[src/rtl/swerv_types.sv]
// Shared LSU types: prioritised address-check fault causes and a range helper.
// Imported by the address-check pipeline and its window sub-module.
package swerv_types;

    typedef enum logic [2:0] {
        NONE         = 3'd0,
        DCCM_OFS     = 3'd1,
        PIC_OFS      = 3'd2,
        CCM_CROSS    = 3'd3,
        PIC_ALIGN    = 3'd4,
        NO_WIN       = 3'd5,
        REGION_CROSS = 3'd6,
        SE_ALIGN     = 3'd7
    } fault_cause_e;

    // True when addr lies in the naturally aligned block at base covered by mask.
    function automatic logic in_range(input logic [31:0] addr,
                                      input logic [31:0] base,
                                      input logic [31:0] mask);
        return (addr & ~mask) == (base & ~mask);
    endfunction

endpackage

[src/rtl/lsu_addrcheck_pipe_if.sv]
// DC1 request bus and DC2/DC3 check results between address generation and the
// LSU fault logic. master = request producer, slave = address checker.
interface lsu_addrcheck_pipe_if;

    logic        req_valid_dc1;
    logic        dma_dc1;
    logic [31:0] start_addr_dc1;
    logic [31:0] end_addr_dc1;
    logic [1:0]  size_dc1;

    logic        addr_in_dccm_dc1;
    logic        addr_in_pic_dc1;
    logic        addr_external_dc1;
    logic        valid_dc2;
    logic        access_fault_dc2;
    logic        misaligned_fault_dc2;
    logic [2:0]  fault_cause_dc2;
    logic        is_sideeffects_dc2;
    logic        is_sideeffects_dc3;

    modport master (
        output req_valid_dc1, dma_dc1, start_addr_dc1, end_addr_dc1, size_dc1,
        input  addr_in_dccm_dc1, addr_in_pic_dc1, addr_external_dc1,
               valid_dc2, access_fault_dc2, misaligned_fault_dc2,
               fault_cause_dc2, is_sideeffects_dc2, is_sideeffects_dc3
    );

    modport slave (
        input  req_valid_dc1, dma_dc1, start_addr_dc1, end_addr_dc1, size_dc1,
        output addr_in_dccm_dc1, addr_in_pic_dc1, addr_external_dc1,
               valid_dc2, access_fault_dc2, misaligned_fault_dc2,
               fault_cause_dc2, is_sideeffects_dc2, is_sideeffects_dc3
    );

endinterface

[src/rtl/lsu_addrcheck_win.sv]
// One CSR-programmable data-access window: addr/mask/enable registers plus the
// start/end address match. Optional write lock under LSU_ADDRCHECK_LOCK_EN.
module lsu_addrcheck_win
    import swerv_types::*;
(
    input  logic        clk,
    input  logic        rst,
    input  logic        wr_en,
    input  logic [31:0] wr_addr,
    input  logic [31:0] wr_mask,
    input  logic        wr_enable,
    input  logic        wr_lock,
    input  logic [31:0] start_addr,
    input  logic [31:0] end_addr,
    output logic        enabled,
    output logic        start_match,
    output logic        end_match
);

    logic [31:0] addr_q, addr_d;
    logic [31:0] mask_q, mask_d;
    logic        en_q, en_d;
    logic        wr_ok;

`ifdef LSU_ADDRCHECK_LOCK_EN
    logic lock_q, lock_d;

    // The locking write itself still lands; only later writes are blocked.
    assign wr_ok = wr_en & ~lock_q;

    always_comb begin
        lock_d = lock_q;
        if (wr_ok && wr_lock) begin
            lock_d = 1'b1;
        end
    end

    always_ff @(posedge clk or posedge rst) begin
        if (rst) begin
            lock_q <= 1'b0;
        end else begin
            lock_q <= lock_d;
        end
    end
`else
    logic unused_wr_lock;

    assign unused_wr_lock = wr_lock;
    assign wr_ok          = wr_en;
`endif

    always_comb begin
        addr_d = addr_q;
        mask_d = mask_q;
        en_d   = en_q;
        if (wr_ok) begin
            addr_d = wr_addr;
            mask_d = wr_mask;
            en_d   = wr_enable;
        end
    end

    always_ff @(posedge clk or posedge rst) begin
        if (rst) begin
            addr_q <= 32'h0;
            mask_q <= 32'h0;
            en_q   <= 1'b0;
        end else begin
            addr_q <= addr_d;
            mask_q <= mask_d;
            en_q   <= en_d;
        end
    end

    assign enabled     = en_q;
    assign start_match = en_q && ((start_addr | mask_q) == (addr_q | mask_q));
    assign end_match   = en_q && ((end_addr   | mask_q) == (addr_q | mask_q));

endmodule

[src/rtl/lsu_addrcheck_pipe.sv]
// Registered LSU memory-map checker: DC1 classification, window check and
// prioritised fault cause into DC2, side-effect into DC3. Optional macro: LSU_ADDRCHECK_LOCK_EN.
module lsu_addrcheck_pipe
    import swerv_types::*;
#(
    parameter int          NUM_WIN   = 8,
    parameter logic [31:0] DCCM_SADR = 32'hF004_0000,
    parameter int          DCCM_SIZE = 64,
    parameter logic [31:0] PIC_SADR  = 32'hF00C_0000,
    parameter int          PIC_SIZE  = 32
) (
    input  logic                   clk,
    input  logic                   rst,
    input  logic                   freeze,
    lsu_addrcheck_pipe_if.slave    lsu,
    input  logic [31:0]            mrac,
    input  logic                   win_wr_en,
    input  logic [(NUM_WIN > 1 ? $clog2(NUM_WIN) : 1)-1:0] win_wr_idx,
    input  logic [31:0]            win_wr_addr,
    input  logic [31:0]            win_wr_mask,
    input  logic                   win_wr_enable,
    input  logic                   win_wr_lock,
    output logic [15:0]            fault_cnt,
    input  logic                   fault_cnt_clr
);

    localparam int          IDX_W     = (NUM_WIN > 1) ? $clog2(NUM_WIN) : 1;
    localparam logic [31:0] DCCM_MASK = 32'(DCCM_SIZE * 1024 - 1);
    localparam logic [31:0] PIC_MASK  = 32'(PIC_SIZE * 1024 - 1);

    logic [31:0] start_addr, end_addr;

    logic s_dccm_rng, e_dccm_rng, s_pic_rng, e_pic_rng;
    logic s_dccm_reg, e_dccm_reg, s_pic_reg, e_pic_reg;
    logic in_dccm, in_pic, external;
    logic misaligned, se_dc1, win_pass, req_checked;

    logic [NUM_WIN-1:0] win_en, win_s_match, win_e_match;

    fault_cause_e cause_raw, cause_d, cause_q;
    logic         valid_dc2_d, valid_dc2_q;
    logic         access_fault_d, access_fault_q;
    logic         misaligned_fault_d, misaligned_fault_q;
    logic         se_dc2_d, se_dc2_q;
    logic         se_dc3_d, se_dc3_q;
    logic [15:0]  fault_cnt_d, fault_cnt_q;

    assign start_addr = lsu.start_addr_dc1;
    assign end_addr   = lsu.end_addr_dc1;

    for (genvar i = 0; i < NUM_WIN; i++) begin : g_win
        lsu_addrcheck_win u_win (
            .clk         (clk),
            .rst         (rst),
            .wr_en       (win_wr_en && (win_wr_idx == IDX_W'(i))),
            .wr_addr     (win_wr_addr),
            .wr_mask     (win_wr_mask),
            .wr_enable   (win_wr_enable),
            .wr_lock     (win_wr_lock),
            .start_addr  (start_addr),
            .end_addr    (end_addr),
            .enabled     (win_en[i]),
            .start_match (win_s_match[i]),
            .end_match   (win_e_match[i])
        );
    end

    assign s_dccm_rng = in_range(start_addr, DCCM_SADR, DCCM_MASK);
    assign e_dccm_rng = in_range(end_addr,   DCCM_SADR, DCCM_MASK);
    assign s_pic_rng  = in_range(start_addr, PIC_SADR,  PIC_MASK);
    assign e_pic_rng  = in_range(end_addr,   PIC_SADR,  PIC_MASK);

    assign s_dccm_reg = (start_addr[31:28] == DCCM_SADR[31:28]);
    assign e_dccm_reg = (end_addr[31:28]   == DCCM_SADR[31:28]);
    assign s_pic_reg  = (start_addr[31:28] == PIC_SADR[31:28]);
    assign e_pic_reg  = (end_addr[31:28]   == PIC_SADR[31:28]);

    assign in_dccm  = s_dccm_rng & e_dccm_rng;
    assign in_pic   = s_pic_rng & e_pic_rng;
    assign external = ~(in_dccm | in_pic);

    assign lsu.addr_in_dccm_dc1  = in_dccm;
    assign lsu.addr_in_pic_dc1   = in_pic;
    assign lsu.addr_external_dc1 = external;

    // With no window enabled the window check is transparent.
    assign win_pass = ~(|win_en) | ((|win_s_match) & (|win_e_match));

    assign se_dc1      = mrac[{start_addr[31:28], 1'b1}] & ~(s_dccm_reg | s_pic_reg);
    assign req_checked = lsu.req_valid_dc1 & ~lsu.dma_dc1;

    always_comb begin
        misaligned = 1'b0;
        case (lsu.size_dc1)
            2'd1:    misaligned = start_addr[0];
            2'd2:    misaligned = |start_addr[1:0];
            default: misaligned = 1'b0;
        endcase
    end

    // An address in a region but in neither the DCCM nor the PIC block is an
    // offset fault; touching one block but not lying wholly inside it is a crossing.
    always_comb begin
        cause_raw = NONE;
        if ((s_dccm_reg & ~s_dccm_rng & ~s_pic_rng) |
            (e_dccm_reg & ~e_dccm_rng & ~e_pic_rng)) begin
            cause_raw = DCCM_OFS;
        end else if ((s_pic_reg & ~s_pic_rng & ~s_dccm_rng) |
                     (e_pic_reg & ~e_pic_rng & ~e_dccm_rng)) begin
            cause_raw = PIC_OFS;
        end else if ((s_dccm_rng | e_dccm_rng | s_pic_rng | e_pic_rng) & external) begin
            cause_raw = CCM_CROSS;
        end else if (in_pic & ((lsu.size_dc1 != 2'd2) | (|start_addr[1:0]))) begin
            cause_raw = PIC_ALIGN;
        end else if (~(s_dccm_reg | s_pic_reg) & ~win_pass) begin
            cause_raw = NO_WIN;
        end else if ((start_addr[31:28] != end_addr[31:28]) & external) begin
            cause_raw = REGION_CROSS;
        end else if (se_dc1 & misaligned & external) begin
            cause_raw = SE_ALIGN;
        end
        cause_d = req_checked ? cause_raw : NONE;
    end

    always_comb begin
        valid_dc2_d        = valid_dc2_q;
        access_fault_d     = access_fault_q;
        misaligned_fault_d = misaligned_fault_q;
        se_dc2_d           = se_dc2_q;
        se_dc3_d           = se_dc3_q;
        fault_cnt_d        = fault_cnt_q;
        if (!freeze) begin
            valid_dc2_d        = lsu.req_valid_dc1;
            access_fault_d     = (cause_d >= DCCM_OFS) && (cause_d <= NO_WIN);
            misaligned_fault_d = (cause_d >= REGION_CROSS);
            se_dc2_d           = se_dc1;
            se_dc3_d           = se_dc2_q;
            if ((cause_d != NONE) && (fault_cnt_q != 16'hFFFF)) begin
                fault_cnt_d = fault_cnt_q + 16'd1;
            end
        end
        if (fault_cnt_clr) begin
            fault_cnt_d = 16'h0;
        end
    end

    always_ff @(posedge clk or posedge rst) begin
        if (rst) begin
            valid_dc2_q        <= 1'b0;
            cause_q            <= NONE;
            access_fault_q     <= 1'b0;
            misaligned_fault_q <= 1'b0;
            se_dc2_q           <= 1'b0;
            se_dc3_q           <= 1'b0;
            fault_cnt_q        <= 16'h0;
        end else begin
            valid_dc2_q        <= valid_dc2_d;
            cause_q            <= freeze ? cause_q : cause_d;
            access_fault_q     <= access_fault_d;
            misaligned_fault_q <= misaligned_fault_d;
            se_dc2_q           <= se_dc2_d;
            se_dc3_q           <= se_dc3_d;
            fault_cnt_q        <= fault_cnt_d;
        end
    end

    assign lsu.valid_dc2            = valid_dc2_q;
    assign lsu.access_fault_dc2     = access_fault_q;
    assign lsu.misaligned_fault_dc2 = misaligned_fault_q;
    assign lsu.fault_cause_dc2      = cause_q;
    assign lsu.is_sideeffects_dc2   = se_dc2_q;
    assign lsu.is_sideeffects_dc3   = se_dc3_q;
    assign fault_cnt                = fault_cnt_q;

endmodule

[src/flat_wrapper.sv]
// flat-port wrapper written by rule: the top's interface ports become plain ports
module lsu_addrcheck_pipe_flat import swerv_types::*;
#(
    parameter int          NUM_WIN   = 8,
    parameter logic [31:0] DCCM_SADR = 32'hF004_0000,
    parameter int          DCCM_SIZE = 64,
    parameter logic [31:0] PIC_SADR  = 32'hF00C_0000,
    parameter int          PIC_SIZE  = 32
)
  (clk, rst, freeze, mrac, win_wr_en, win_wr_idx, win_wr_addr, win_wr_mask, win_wr_enable, win_wr_lock, fault_cnt, fault_cnt_clr, lsu_req_valid_dc1, lsu_dma_dc1, lsu_start_addr_dc1, lsu_end_addr_dc1, lsu_size_dc1, lsu_addr_in_dccm_dc1, lsu_addr_in_pic_dc1, lsu_addr_external_dc1, lsu_valid_dc2, lsu_access_fault_dc2, lsu_misaligned_fault_dc2, lsu_fault_cause_dc2, lsu_is_sideeffects_dc2, lsu_is_sideeffects_dc3);
  lsu_addrcheck_pipe_if lsu_i ();
  input  logic clk;
  input  logic rst;
  input  logic freeze;
  input  logic [31:0] mrac;
  input  logic win_wr_en;
  input  logic [(NUM_WIN > 1 ? $clog2(NUM_WIN) : 1)-1:0] win_wr_idx;
  input  logic [31:0] win_wr_addr;
  input  logic [31:0] win_wr_mask;
  input  logic win_wr_enable;
  input  logic win_wr_lock;
  output logic [15:0] fault_cnt;
  input  logic fault_cnt_clr;
  input wire logic [$bits(lsu_i.req_valid_dc1)-1:0] lsu_req_valid_dc1;
  input wire logic [$bits(lsu_i.dma_dc1)-1:0] lsu_dma_dc1;
  input wire logic [$bits(lsu_i.start_addr_dc1)-1:0] lsu_start_addr_dc1;
  input wire logic [$bits(lsu_i.end_addr_dc1)-1:0] lsu_end_addr_dc1;
  input wire logic [$bits(lsu_i.size_dc1)-1:0] lsu_size_dc1;
  output wire logic [$bits(lsu_i.addr_in_dccm_dc1)-1:0] lsu_addr_in_dccm_dc1;
  output wire logic [$bits(lsu_i.addr_in_pic_dc1)-1:0] lsu_addr_in_pic_dc1;
  output wire logic [$bits(lsu_i.addr_external_dc1)-1:0] lsu_addr_external_dc1;
  output wire logic [$bits(lsu_i.valid_dc2)-1:0] lsu_valid_dc2;
  output wire logic [$bits(lsu_i.access_fault_dc2)-1:0] lsu_access_fault_dc2;
  output wire logic [$bits(lsu_i.misaligned_fault_dc2)-1:0] lsu_misaligned_fault_dc2;
  output wire logic [$bits(lsu_i.fault_cause_dc2)-1:0] lsu_fault_cause_dc2;
  output wire logic [$bits(lsu_i.is_sideeffects_dc2)-1:0] lsu_is_sideeffects_dc2;
  output wire logic [$bits(lsu_i.is_sideeffects_dc3)-1:0] lsu_is_sideeffects_dc3;
  assign lsu_i.req_valid_dc1 = lsu_req_valid_dc1;
  assign lsu_i.dma_dc1 = lsu_dma_dc1;
  assign lsu_i.start_addr_dc1 = lsu_start_addr_dc1;
  assign lsu_i.end_addr_dc1 = lsu_end_addr_dc1;
  assign lsu_i.size_dc1 = lsu_size_dc1;
  assign lsu_addr_in_dccm_dc1 = lsu_i.addr_in_dccm_dc1;
  assign lsu_addr_in_pic_dc1 = lsu_i.addr_in_pic_dc1;
  assign lsu_addr_external_dc1 = lsu_i.addr_external_dc1;
  assign lsu_valid_dc2 = lsu_i.valid_dc2;
  assign lsu_access_fault_dc2 = lsu_i.access_fault_dc2;
  assign lsu_misaligned_fault_dc2 = lsu_i.misaligned_fault_dc2;
  assign lsu_fault_cause_dc2 = lsu_i.fault_cause_dc2;
  assign lsu_is_sideeffects_dc2 = lsu_i.is_sideeffects_dc2;
  assign lsu_is_sideeffects_dc3 = lsu_i.is_sideeffects_dc3;
  lsu_addrcheck_pipe #(.NUM_WIN(NUM_WIN), .DCCM_SADR(DCCM_SADR), .DCCM_SIZE(DCCM_SIZE), .PIC_SADR(PIC_SADR), .PIC_SIZE(PIC_SIZE)) u_core (.clk(clk), .rst(rst), .freeze(freeze), .lsu(lsu_i), .mrac(mrac), .win_wr_en(win_wr_en), .win_wr_idx(win_wr_idx), .win_wr_addr(win_wr_addr), .win_wr_mask(win_wr_mask), .win_wr_enable(win_wr_enable), .win_wr_lock(win_wr_lock), .fault_cnt(fault_cnt), .fault_cnt_clr(fault_cnt_clr));
endmodule
[config.mk]
export PLATFORM = sky130hd
export DESIGN_NAME = lsu_addrcheck_pipe_flat
export DESIGN_NICKNAME = d
export VERILOG_FILES = /design/src/rtl/swerv_types.sv /design/src/rtl/lsu_addrcheck_pipe_if.sv /design/src/rtl/lsu_addrcheck_win.sv /design/src/rtl/lsu_addrcheck_pipe.sv /design/src/flat_wrapper.sv
export SDC_FILE = /design/constraint.sdc
export NUM_CORES = 2
export LEC_CHECK = 0
export CAP_MARGIN = 20
export CORE_UTILIZATION = 50
export DETAILED_ROUTE_END_ITERATION = 10
export PLACE_DENSITY = 0.73
export SLEW_MARGIN = 5
export SYNTH_ARGS = -nofsm -noshare
export SYNTH_HDL_FRONTEND = slang
export SYNTH_SLANG_ARGS = --single-unit
[constraint.sdc]
create_clock -name clk -period 37 [get_ports clk]
set_input_delay 7.4 -clock clk [delete_from_list [all_inputs] [get_ports clk]]
set_output_delay 7.4 -clock clk [all_outputs]
set_load 0.05 [all_outputs]
# After elaboration in Yosys (flattened, before gate mapping)

Index checks and enable logic that the tools add are counted.

Input bits: 174
Word-level logic and storage cells: 179
Output and inout port bits: 27
Flip-flop bits (word level): 544

Multiplexer cells: 14
Bitwise gates (word level): 60
Add/subtract/negate cells: 1
Reductions and logical operators: 34
Equal/unequal tests: 35
Order comparisons: 4

Operator list:

| kind                                                              | count |
|---|---|
| bitwise OR 32 bit                                                 | 24 |
| equality test 32 bit                                              | 16 |
| 2-to-1 mux 16 bit                                                 | 3 |
| equality test 17 bit, second input constant                       | 2 |
| equality test 16 bit, second input constant                       | 2 |
| logical AND 1 bit                                                 | 26 |
| 2-to-1 mux 3 bit                                                  | 8 |
| OR reduction 8 bit                                                | 3 |
| AND 1 bit                                                         | 19 |
| adder 16 x 1 -> 16 bit, second input constant                     | 1 |
| != test 16 bit, second input constant                             | 1 |
| equality test 3 bit, second input constant                        | 4 |
| inverter 1 bit                                                    | 9 |
| equality test 4 bit, second input constant                        | 2 |
| bitwise OR 1 bit                                                  | 8 |
| equality test 3 x 2 -> 1 bit, second input constant               | 2 |
| < comparator 5 x 6 -> 1 bit, second input constant                | 1 |
| binary-select mux 1 bit (select 4 bit)                            | 1 |
| != test 4 bit                                                     | 1 |
| equality test 3 x 1 -> 1 bit, second input constant               | 1 |
| greater-or-equal comparator 3 x 1 -> 1 bit, second input constant | 1 |
| greater-or-equal comparator 3 bit, second input constant          | 1 |
| <= comparator 3 bit, second input constant                        | 1 |
| zero test 3 bit                                                   | 1 |
| 10 further kinds                                                  | 10 |

# Logic depth before layout (Yosys ltp)

Depth after elaboration: 19
Depth in mapped cells: 14

# Cells and area by module

Synthesis repeated with hierarchy kept, for this count alone.

Cell total of the unflattened synthesis: 2525
Area, all modules: 28830.2 um^2

By module, submodules not included:

| module             | sequential area each (um^2) | instances | area an instance (um^2) | cells each |
|---|---|---|---|---|
| lsu_addrcheck_win  | 1626.6                      | 8         | 3365.7                  | 288 |
| lsu_addrcheck_pipe | 600.6                       | 1         | 1904.3                  | 221 |

# Worst setup path before layout

OpenSTA, ideal clock, no wires.

Path kind: input -> output
Start: input lsu_start_addr_dc1[17]
End: output lsu_addr_in_dccm_dc1
Path slack: 20.033 ns
Stages: 7
Path buffers: 1
Arrival: 9.567 ns
Cell sequence: buf_2 nor4b_1 nand2_1 nor4_2 inv_1 or3_1 nor3_1

Longest elaborated chain between the ends: 2

Ends and longest elaborated chain:

| what                 | line                     | text |
|---|---|---|
| start: declaration   | flat_wrapper.sv:26       | `input wire logic [$bits(lsu_i.start_addr_dc1)-1:0] lsu_start_addr_dc1;` |
| equality test 16 bit | swerv_types.sv:20        | `return (addr & ~mask) == (base & ~mask);` |
| AND 1 bit            | lsu_addrcheck_pipe.sv:78 | `assign in_dccm = s_dccm_rng & e_dccm_rng;` |
| end: declaration     | flat_wrapper.sv:29       | `output wire logic [$bits(lsu_i.addr_in_dccm_dc1)-1:0] lsu_addr_in_dccm_dc1;` |

No other way between the ends.

# Worst setup path in the final report

Start: input lsu_start_addr_dc1[18]
End: output lsu_addr_in_dccm_dc1

The elaborated chain is that of the path after synthesis.

==> out/results.ini <==
[detailed_routing]
postRouteAntennaNets=0
drt_iter0_drc=3560
via_per_inst=7.01
drc=0
num_vias=24900
wl_per_cell_um=41.0
first_pass_iters=6
drt-total-wl_um=146000

[synth]
yosys-top-cells-area=dfrtp_1 (47%), mux2_2 (20%), xnor2_1 (9.1%), nor2_1 (3.2%), nor3b_1 (2.4%)
synth_top_area_share=0.470
synth_flop_cell=dfrtp_1
syn_area_mm2=0.0289
synth_seq_cells=544
synth_warnings=0
syn_avg_cell_area_um2=11.5
synth.distinct_cells=66
synth_top_area_cell=dfrtp_1
syn_nets=2693
ys_seq_area_frac=0.470
ys_async_sr_fraction=1.00
synth_cells=2516
synth-edff-count=0

[finish]
final_common_cell=dfrtp_1
final-instance-count-excl-fill=3556
layout_common_cells=dfrtp_1 (544), mux2_2 (515), xnor2_1 (301), nor2_1 (249), clkdlybuf4s50_1 (181)
drive_gt1_frac=0.259
area_growth_pct=17.2
final_nets=2888

[sta]
slew_headroom=0.0711
tightest_slew_ps=1390
min_period_ps=17870
setup_violations=0
finalCritPeriodShare=0.483
maxSlewViolCount=0
fmax_mhz=56.0
finClkSkew_ps=26.7
rsz0062_at_grt=false
finalHoldViolCount=0
fin_tns_setup_ps=0

[power]
power.total_mw=2.05
p_leak_nw=13.2
ir_drop_mv=0.0430
p_seq_frac=0.430
power_density_mw_per_mm2=60.4
pwr-share-comb=0.270
switching_share=0.351
p_switching_uw=720
p_clk_frac=0.299
p_int_mw=1.33

[clocking]
cts_hold_buf=0
cts-root-buf=clkbuf_16
postCtsSetupBuffers=0
path_clk_slew_ps=60
cts_sinks=544
cts_made_buffers=59
clock_path_buffers=3
clk_latency_ps=670
cts_tree=yes
cts-resized-gates=0
cts_htree_levels=2

[critical_path]
worstReg2RegStart=u_core.g_win[0].u_win.addr_q[15]
crit_start=lsu_start_addr_dc1[18]
cp.required_ps=29600
critPathKind=input pin to output port
worstPathMaxFanout=13
r2r_end=u_core.fault_cnt[13]
setup.worst_path.start_class=input pin
rr_worst_depth=11
endpoint=lsu_addr_in_dccm_dc1
crit_arrival_ps=10470
crit_path_end_kind=output port
r2r_slack_ps=32360

[floorplan]
start_util=0.509
die_w_um=243
dieArea_mm2=0.0589
num_rows=87
ios=201
design.core.area_mm2=0.0568
die_h_um=243

[grt]
grt_util_met3=0.186
grt_pass1_vias=24100
antenna_found_initial=25
grt_max_degree=130
grt_pass1_wl_um=197000
grt.busiest_layer=met2
grtUsageTotal=0.493
use_met2=0.696
grt_overflow=0
grtUsageMet1=0.577

[placement]
place_inst=3401
routabilityCongestion=1.09
dp_hpwl_um=94500
port-buffer-count=182

[job]
maxCapViolCount=0

[run_status]
status=finished clean

[min_path]
holdCritPathClass=flop to flop

-- per-layer routing --
metal	share of wire	wire length, µm	vias up
li1	-	-	9621
met1	0.34	50300	12500
met2	0.41	60500	2141
met3	0.13	19500	670
met4	0.11	15500	8
met5	0.00053	77	-
-- power groups by stage --
stage                     Clock (mW)  Sequential, mW  Combinational, mW
after detailed placement           0           0.880              0.529
after global routing           0.637           0.891              0.576
final                          0.614           0.883              0.554
after floorplan                    0           0.827              0.350
after CTS                      0.615           0.871              0.532
after global placement             0           0.873              0.521
-- per-stage QoR --
| step | util | instance area, µm² | worst slack (ps) | hold WS, ps |
|---|---|---|---|---|
| CTS | 0.593 | 33700 | 19170 | 494 |
| global route | 0.596 | 33900 | 18990 | 500 |
| floorplan | - | 28900 | 14390 | 494 |
| detailed placement | 0.558 | 31700 | 19170 | 468 |
| finish | 0.597 | 33900 | 19130 | 495 |
| global placement | 0.558 | 31700 | 19110 | 471 |
-- kinds of logic after synthesis --
kind of cell,count (synthesis),share of synthesized area
AOI/OAI and AO/OA,410,0.104
adders and majority gates,3,0.00130
buffers and inverters,159,0.0255
and+or+nand+nor,570,0.102
DFF,544,0.470
muxes,520,0.203
xor gates and xnor gates,310,0.0938
-- worst min-delay path by stage --
stage	from	endpoint	slack [ps]	cells after the start
3_5_place_dp	u_core.lsu.misaligned_fault_dc2	u_core.lsu.misaligned_fault_dc2	470	1
3_3_place_gp	u_core.lsu.misaligned_fault_dc2	u_core.lsu.misaligned_fault_dc2	470	1
2_1_floorplan	u_core.g_win[6].u_win.mask_q[31]	u_core.g_win[6].u_win.mask_q[31]	490	1
4_1_cts	u_core.lsu.misaligned_fault_dc2	u_core.lsu.misaligned_fault_dc2	490	1
5_1_grt	u_core.lsu.misaligned_fault_dc2	u_core.lsu.misaligned_fault_dc2	500	1
6_report	u_core.lsu.misaligned_fault_dc2	u_core.lsu.misaligned_fault_dc2	490	1
-- registers in the layout, indices dropped and copies added (netlist names) --
register and flops:
u_core.lsu.is_sideeffects_dc2 1, u_core.lsu.is_sideeffects_dc3 1, u_core.lsu.misaligned_fault_dc2 1, u_core.lsu.fault_cause_dc2 3, u_core.g_win.u_win.addr_q 256, u_core.g_win.u_win.mask_q 256, u_core.g_win.u_win.enabled 8, u_core.lsu.valid_dc2 1
u_core.lsu.access_fault_dc2 1, u_core.fault_cnt 16
-- layout make-up --
class | instances | area (µm²)
repair buffers | 270 | 2590
fillers | 4770 | 22900
inverters | 23 | 93.8
clock inverters | 17 | 210
diodes | 42 | 105
well taps | 756 | 946
flip-flops and latches | 544 | 13600
multi-input cells | 1813 | 14600
clock buffers | 91 | 1760
-- cell usage after synthesis (4+ instances only) --
cell         n
nor3_1      13
nand3_1     13
o2bb2ai_1   15
a2111oi_0    4
mux2_2     515
nand2b_1    51
a211oi_1    30
nand2_1     52
nor2b_1      4
buf_4       13
xnor2_1    301
nand4_1     22
o2111ai_1   19
dfrtp_1    544
a221oi_1    22
nor4_1      30
xor2_1       9
buf_2       56
inv_1       23
clkbuf_1    61
a21oi_1     45
o22ai_1    108
a22o_1      15
nor3b_1     93
o32ai_1     15
o22a_1      20
o211ai_1    10
nor2_1     249
o21ai_0     31
o31ai_1      5
o221ai_1    18
nand4b_1     4
or3_1        7
or4_1       14
and3_1       7
a22oi_1     25
-- critical path: stages --
cell	delay (ps)
clkdlybuf4s50_1	450
buf_4	400
nor4b_1	280
nand2_1	100
nor4_2	270
inv_1	60
or3_1	400
nor3_1	240
clkdlybuf4s50_1	850
Power figures use the tool's default switching activity.
==> RTL edit 1, RTL diff (same flow settings) <==
Build with the macro `LSU_ADDRCHECK_LOCK_EN` defined.
--- a/src/rtl/lsu_addrcheck_win.sv
+++ b/src/rtl/lsu_addrcheck_win.sv
@@ -2,2 +2,4 @@
 // start/end address match. Optional write lock under LSU_ADDRCHECK_LOCK_EN.
+`define LSU_ADDRCHECK_LOCK_EN
+
 module lsu_addrcheck_win
Formal check against the unedited RTL: not equivalent (Yosys sat finds a counterexample within 4 cycles, from zero or initial values and one cycle with rst high).
==> RTL edit 1 against the unedited design <==
Routed wire length up 3.9%. Cell area grew 1.1%. Setup slack better by 0.20 ns. Sequential cell count is 8 higher. Sequential power rose by 18%. Area after synthesis rose by 0.74%. Hold slack lost 0.015 ns. Combinational power is 44% higher. Power grew 21%. Final cell count rose by 1.6%. Utilization shrank 0.27 points.
==> RTL edit 1: results (changes against the unedited design) <==
clock latency at the later pin of the worst-skew pair=0.65 ns (-0.02 ns); Starting DRT DRC Count=4,087 (+15%); Seq pwr share=0.417 (-0.013); Worst Min Path Start=u_core.g_win[0].u_win.lock_q$_DFFE_PP0P_; post-route clock skew=0.02084 ns (-0.005880 ns); half-perimeter wire length after placement=102,900 um (+8.9%); number of buffers inserted during clock tree synthesis=61 (+3.4%); cell types occupying the most area after synthesis=sky130_fd_sc_hd__dfrtp_1 47%, sky130_fd_sc_hd__mux2_2 20%, sky130_fd_sc_hd__xnor2_1 8.1%, sky130_fd_sc_hd__nor2_1 3.3%, sky130_fd_sc_hd__nor3b_1 2.7%; PnR Total Power=0.002490 W (+21%); Layout Nets=2,958 (+2.4%); Peak supply drop=0.00005042 V (+17%); Critical Path Max Stage Delay=0.87 ns (+0.02 ns); net switching power figure=0.0009521 W (+32%); maximum number of pins on one net before global-route repair=95 (-27%); launching point of the worst reg2reg path=u_core.g_win[7].u_win.mask_q[11]$_DFFE_PP0P_; total number of vias=25.70k (+3.1%); final period utilization=0.4776 (-0.005497); result of the run=complete, no violations; layout cells sized above 1=0.2570 (-0.001902); Port Buf Inserts=183 (+0.55%); total routing resource utilization after global routing=0.5068 (+0.01347); count of different cell masters after synthesis=71 (+7.6%); routed len/inst=41.97 um (+2.3%); worst-case reg-to-reg path depth=12 (+1); GP Congestion=1.111 (+2.4%); R2R setup slack=32.22 ns (-0.14 ns); terminating pin of the worst hold path=u_core.g_win[0].u_win.lock_q$_DFFE_PP0P_; worst setup path startpoint=lsu_end_addr_dc1[31]; global-route wire length before repair=203,400 um (+3.1%); worst flop-to-flop path endpoint=u_core.fault_cnt[11]$_DFFE_PP0P_; syn nets=2,754 (+2.3%); Slew @ Worst Pin=1.290 ns (-0.09945 ns); data arrival at the endpoint of the critical path=10.27 ns (-0.20 ns); LEAKAGE=13.54 nW (+2.2%)
## RTL edit 1: changes by cell type after synthesis, moves of 10 or more
cell / change
sky130_fd_sc_hd__xnor2_1: -32
sky130_fd_sc_hd__nand2_1: +29
sky130_fd_sc_hd__nor3b_1: +10
sky130_fd_sc_hd__a211oi_1: -15
sky130_fd_sc_hd__a2111oi_0: +11
sky130_fd_sc_hd__nor3_1: +17
sky130_fd_sc_hd__o21ai_0: +11
sky130_fd_sc_hd__a22oi_1: +14
sky130_fd_sc_hd__o22ai_1: -16
sky130_fd_sc_hd__a21oi_1: +22
## RTL edit 1: layout make-up
type | count | area, um^2
well taps | 765 | 957.2
diodes | 19 | 47.55
clock buffers | 88 | 1821
flip-flops and latches | 552 | 13810
multi-input cells | 1865 | 14690
repair buffers | 274 | 2552
inverters | 27 | 108.9
fillers | 4791 | 23400
clock inverters | 23 | 301.5
## RTL edit 1: through the flow
step	cell area (um^2)	util	cells	hold slack [ns]
2_1_floorplan	29160	-	2577	0.4295
3_3_place_gp	32040	0.5553	3478	0.4599
3_5_place_dp	32040	0.5553	3478	0.4686
4_1_cts	34160	0.5920	3589	0.4821
5_1_grt	34250	0.5936	3595	0.5076
6_report	34300	0.5944	3613	0.4798
## RTL edit 1: cells by family after synthesis
logic type | synth area share
XOR/XNOR | 0.08351
AO/OA/AOI/OAI | 0.1071
flip-flops | 0.4738
buffers and inverters | 0.02395
multiplexers | 0.1988
adder cells (fa/ha/maj) | 0.001288
AND/OR/NAND/NOR | 0.1116
## RTL edit 1: metal layers
layer,up-vias,share of wire,GRT usage
met2,2248,0.39,0.6721
li1,9870,-,-
met1,13011,0.37,0.6451
met5,-,0.0021,0.01634
met3,553,0.15,0.2342
met4,20,0.082,0.3578
==> RTL edit 2, RTL diff (same settings) <==
Without the edit above. `addr_q` no longer has a reset.
--- a/src/rtl/lsu_addrcheck_win.sv
+++ b/src/rtl/lsu_addrcheck_win.sv
@@ -64,3 +64,2 @@
         if (rst) begin
-            addr_q <= 32'h0;
             mask_q <= 32'h0;
@@ -68,3 +67,2 @@
         end else begin
-            addr_q <= addr_d;
             mask_q <= mask_d;
@@ -72,2 +70,6 @@
         end
+    end
+
+    always_ff @(posedge clk) begin
+        addr_q <= addr_d;
     end
Formal check against the unedited RTL: same outputs for any inputs over 4 cycles, from zero or initial values and one cycle with rst high; that may be too few to reach the edited logic, so the function may still have changed.
==> RTL edit 2 against the unedited design <==
Utilization rose by 0.50 points. Power is 14% lower. Die area is 5.0% lower. Critical endpoint unchanged. Largest power group unchanged. Area after synthesis fell by 5.1%. Cell area is 4.1% lower. Hold slack got worse by 0.0012 ns. Sequential share of layout area up 5.7 points. Sequential cell count stayed put. First-iteration DRC count rose by 19%. Routed wire length decreased by 3.7%. Setup slack worse by 0.21 ns.
==> RTL edit 2: results (changes against the unedited design) <==
result of the run=complete, no violations; GP Congestion=1.079 (-0.62%); grt met3 use=0.2041 (+0.01801); worst-case reg-to-reg path depth=10 (-1); total of fill cells in the finished design=4,497 (-5.7%); antenna violations before repair=15 (-40%); cell types occupying the most area after synthesis=sky130_fd_sc_hd__edfxtp_1 28%, sky130_fd_sc_hd__dfrtp_1 26%, sky130_fd_sc_hd__xnor2_1 8.2%, sky130_fd_sc_hd__nor3b_1 6.2%, sky130_fd_sc_hd__nand2_1 5.7%; R2R setup slack=32.22 ns (-0.14 ns); global-route wire length before repair=188,100 um (-4.6%); routed via count divided by cell count=7.053 (+0.64%); routed len/inst=39.81 um (-3.0%); layout cells sized above 1=0.1254 (-0.1334); total routing resource utilization after global routing=0.4990 (+0.005647); syn nets=2,726 (+1.2%); Layout Nets=2,939 (+1.8%); pre-CTS setup slack=18.99 ns (-0.1820 ns); Post-synth ARST share=0.5294 (-0.4706); maximum number of pins on one net before global-route repair=115 (-12%); Tmin final=18.08 ns (+0.2067 ns); data arrival at the endpoint of the critical path=10.68 ns (+0.21 ns); switching part of the total=0.3118 (-0.03919); post-route clock skew=0.02761 ns (+0.0008921 ns); vias in the first global route=23.22k (-3.7%); met2 Track Usage GR=0.6970 (+0.0007789); terminating pin of the worst hold path=u_core.lsu.fault_cause_dc2[0]$_DFFE_PP0N_; leading post-synthesis cells by instance count=420 x sky130_fd_sc_hd__nand2_1, 288 x sky130_fd_sc_hd__dfrtp_1, 256 x sky130_fd_sc_hd__edfxtp_1, 256 x sky130_fd_sc_hd__xnor2_1, 254 x sky130_fd_sc_hd__nor2_1; LEAKAGE=12.16 nW (-8.2%)
-- RTL edit 2: cell count changes in the layout (fill, tap and decap cells not counted), moves of 33 or more --
cell                       delta
sky130_fd_sc_hd__xnor2_1     -45
sky130_fd_sc_hd__a22oi_1     +58
sky130_fd_sc_hd__nand4_1     +33
sky130_fd_sc_hd__mux2_2     -381
sky130_fd_sc_hd__edfxtp_1   +256
sky130_fd_sc_hd__a21oi_1     +41
sky130_fd_sc_hd__nor3b_1    +135
sky130_fd_sc_hd__dfrtp_1    -256
sky130_fd_sc_hd__nand2b_1    -38
sky130_fd_sc_hd__nand2_1    +368
-- RTL edit 2: kinds of logic (layout without fill, tap and decap cells) --
| kind of cell | count (synthesis) | in the layout | share of synthesized area |
|---|---|---|---|
| xor+xnor | 261 | 261 | 0.08319 |
| mux | 147 | 147 | 0.06138 |
| other cells | 0 | 18 | 0 |
| compound gates | 358 | 358 | 0.09020 |
| fa+ha+maj | 3 | 3 | 0.001366 |
| flops | 544 | 544 | 0.5420 |
| simple gates | 1098 | 1098 | 0.2013 |
| buf+inv | 138 | 403 | 0.02054 |
-- RTL edit 2: stage by stage --
stage / utilization / std cells / power (W) / hold slack, ns / area [um^2]
after detailed placement: 0.5617 / 3394 / 0.001098 / 0.4792 / 30350
after CTS: 0.6012 / 3509 / 0.001742 / 0.4961 / 32480
after floorplan: - / 2549 / 0.0009335 / 0.4597 / 27480
final: 0.6022 / 3528 / 0.001768 / 0.4934 / 32530
after global routing: 0.6015 / 3513 / 0.001801 / 0.5202 / 32490
after global placement: 0.5615 / 3392 / 0.001092 / 0.4689 / 30340
-- RTL edit 2: routing by layer --
| layer | share of wire | vias to the layer above |
|---|---|---|
| li1 | - | 9695 |
| met1 | 0.35 | 12332 |
| met4 | 0.083 | 0 |
| met5 | 0 | - |
| met3 | 0.16 | 532 |
| met2 | 0.41 | 2325 |
-- RTL edit 2: layout make-up --
type	count	area [um^2]	share of cell area
Clock buffer	84	1745	0.05365
Sequential cell	544	14890	0.4578
Tap cell	696	870.8	0.02677
Inverter	18	75.07	0.002308
Antenna cell	18	45.04	0.001385
Clock inverter	31	386.6	0.01188
Multi-Input combinational cell	1867	12050	0.3703
Timing Repair Buffer	270	2470	0.07592
-- RTL edit 2: power groups by stage --
stage	Sequential, W	Combinational (W)	Clock (W)
2_1_floorplan	0.000768	0.000166	0
3_3_place_gp	0.000787	0.000305	0
3_5_place_dp	0.000791	0.000308	0
4_1_cts	0.000780	0.000309	0.000653
5_1_grt	0.000791	0.000331	0.000678
6_report	0.000786	0.000324	0.000658
-- RTL edit 2: critical path: cells and delay by family --
family	cells	cell delay, ns
buf+inv	3	1.67
simple gates	4	1.59
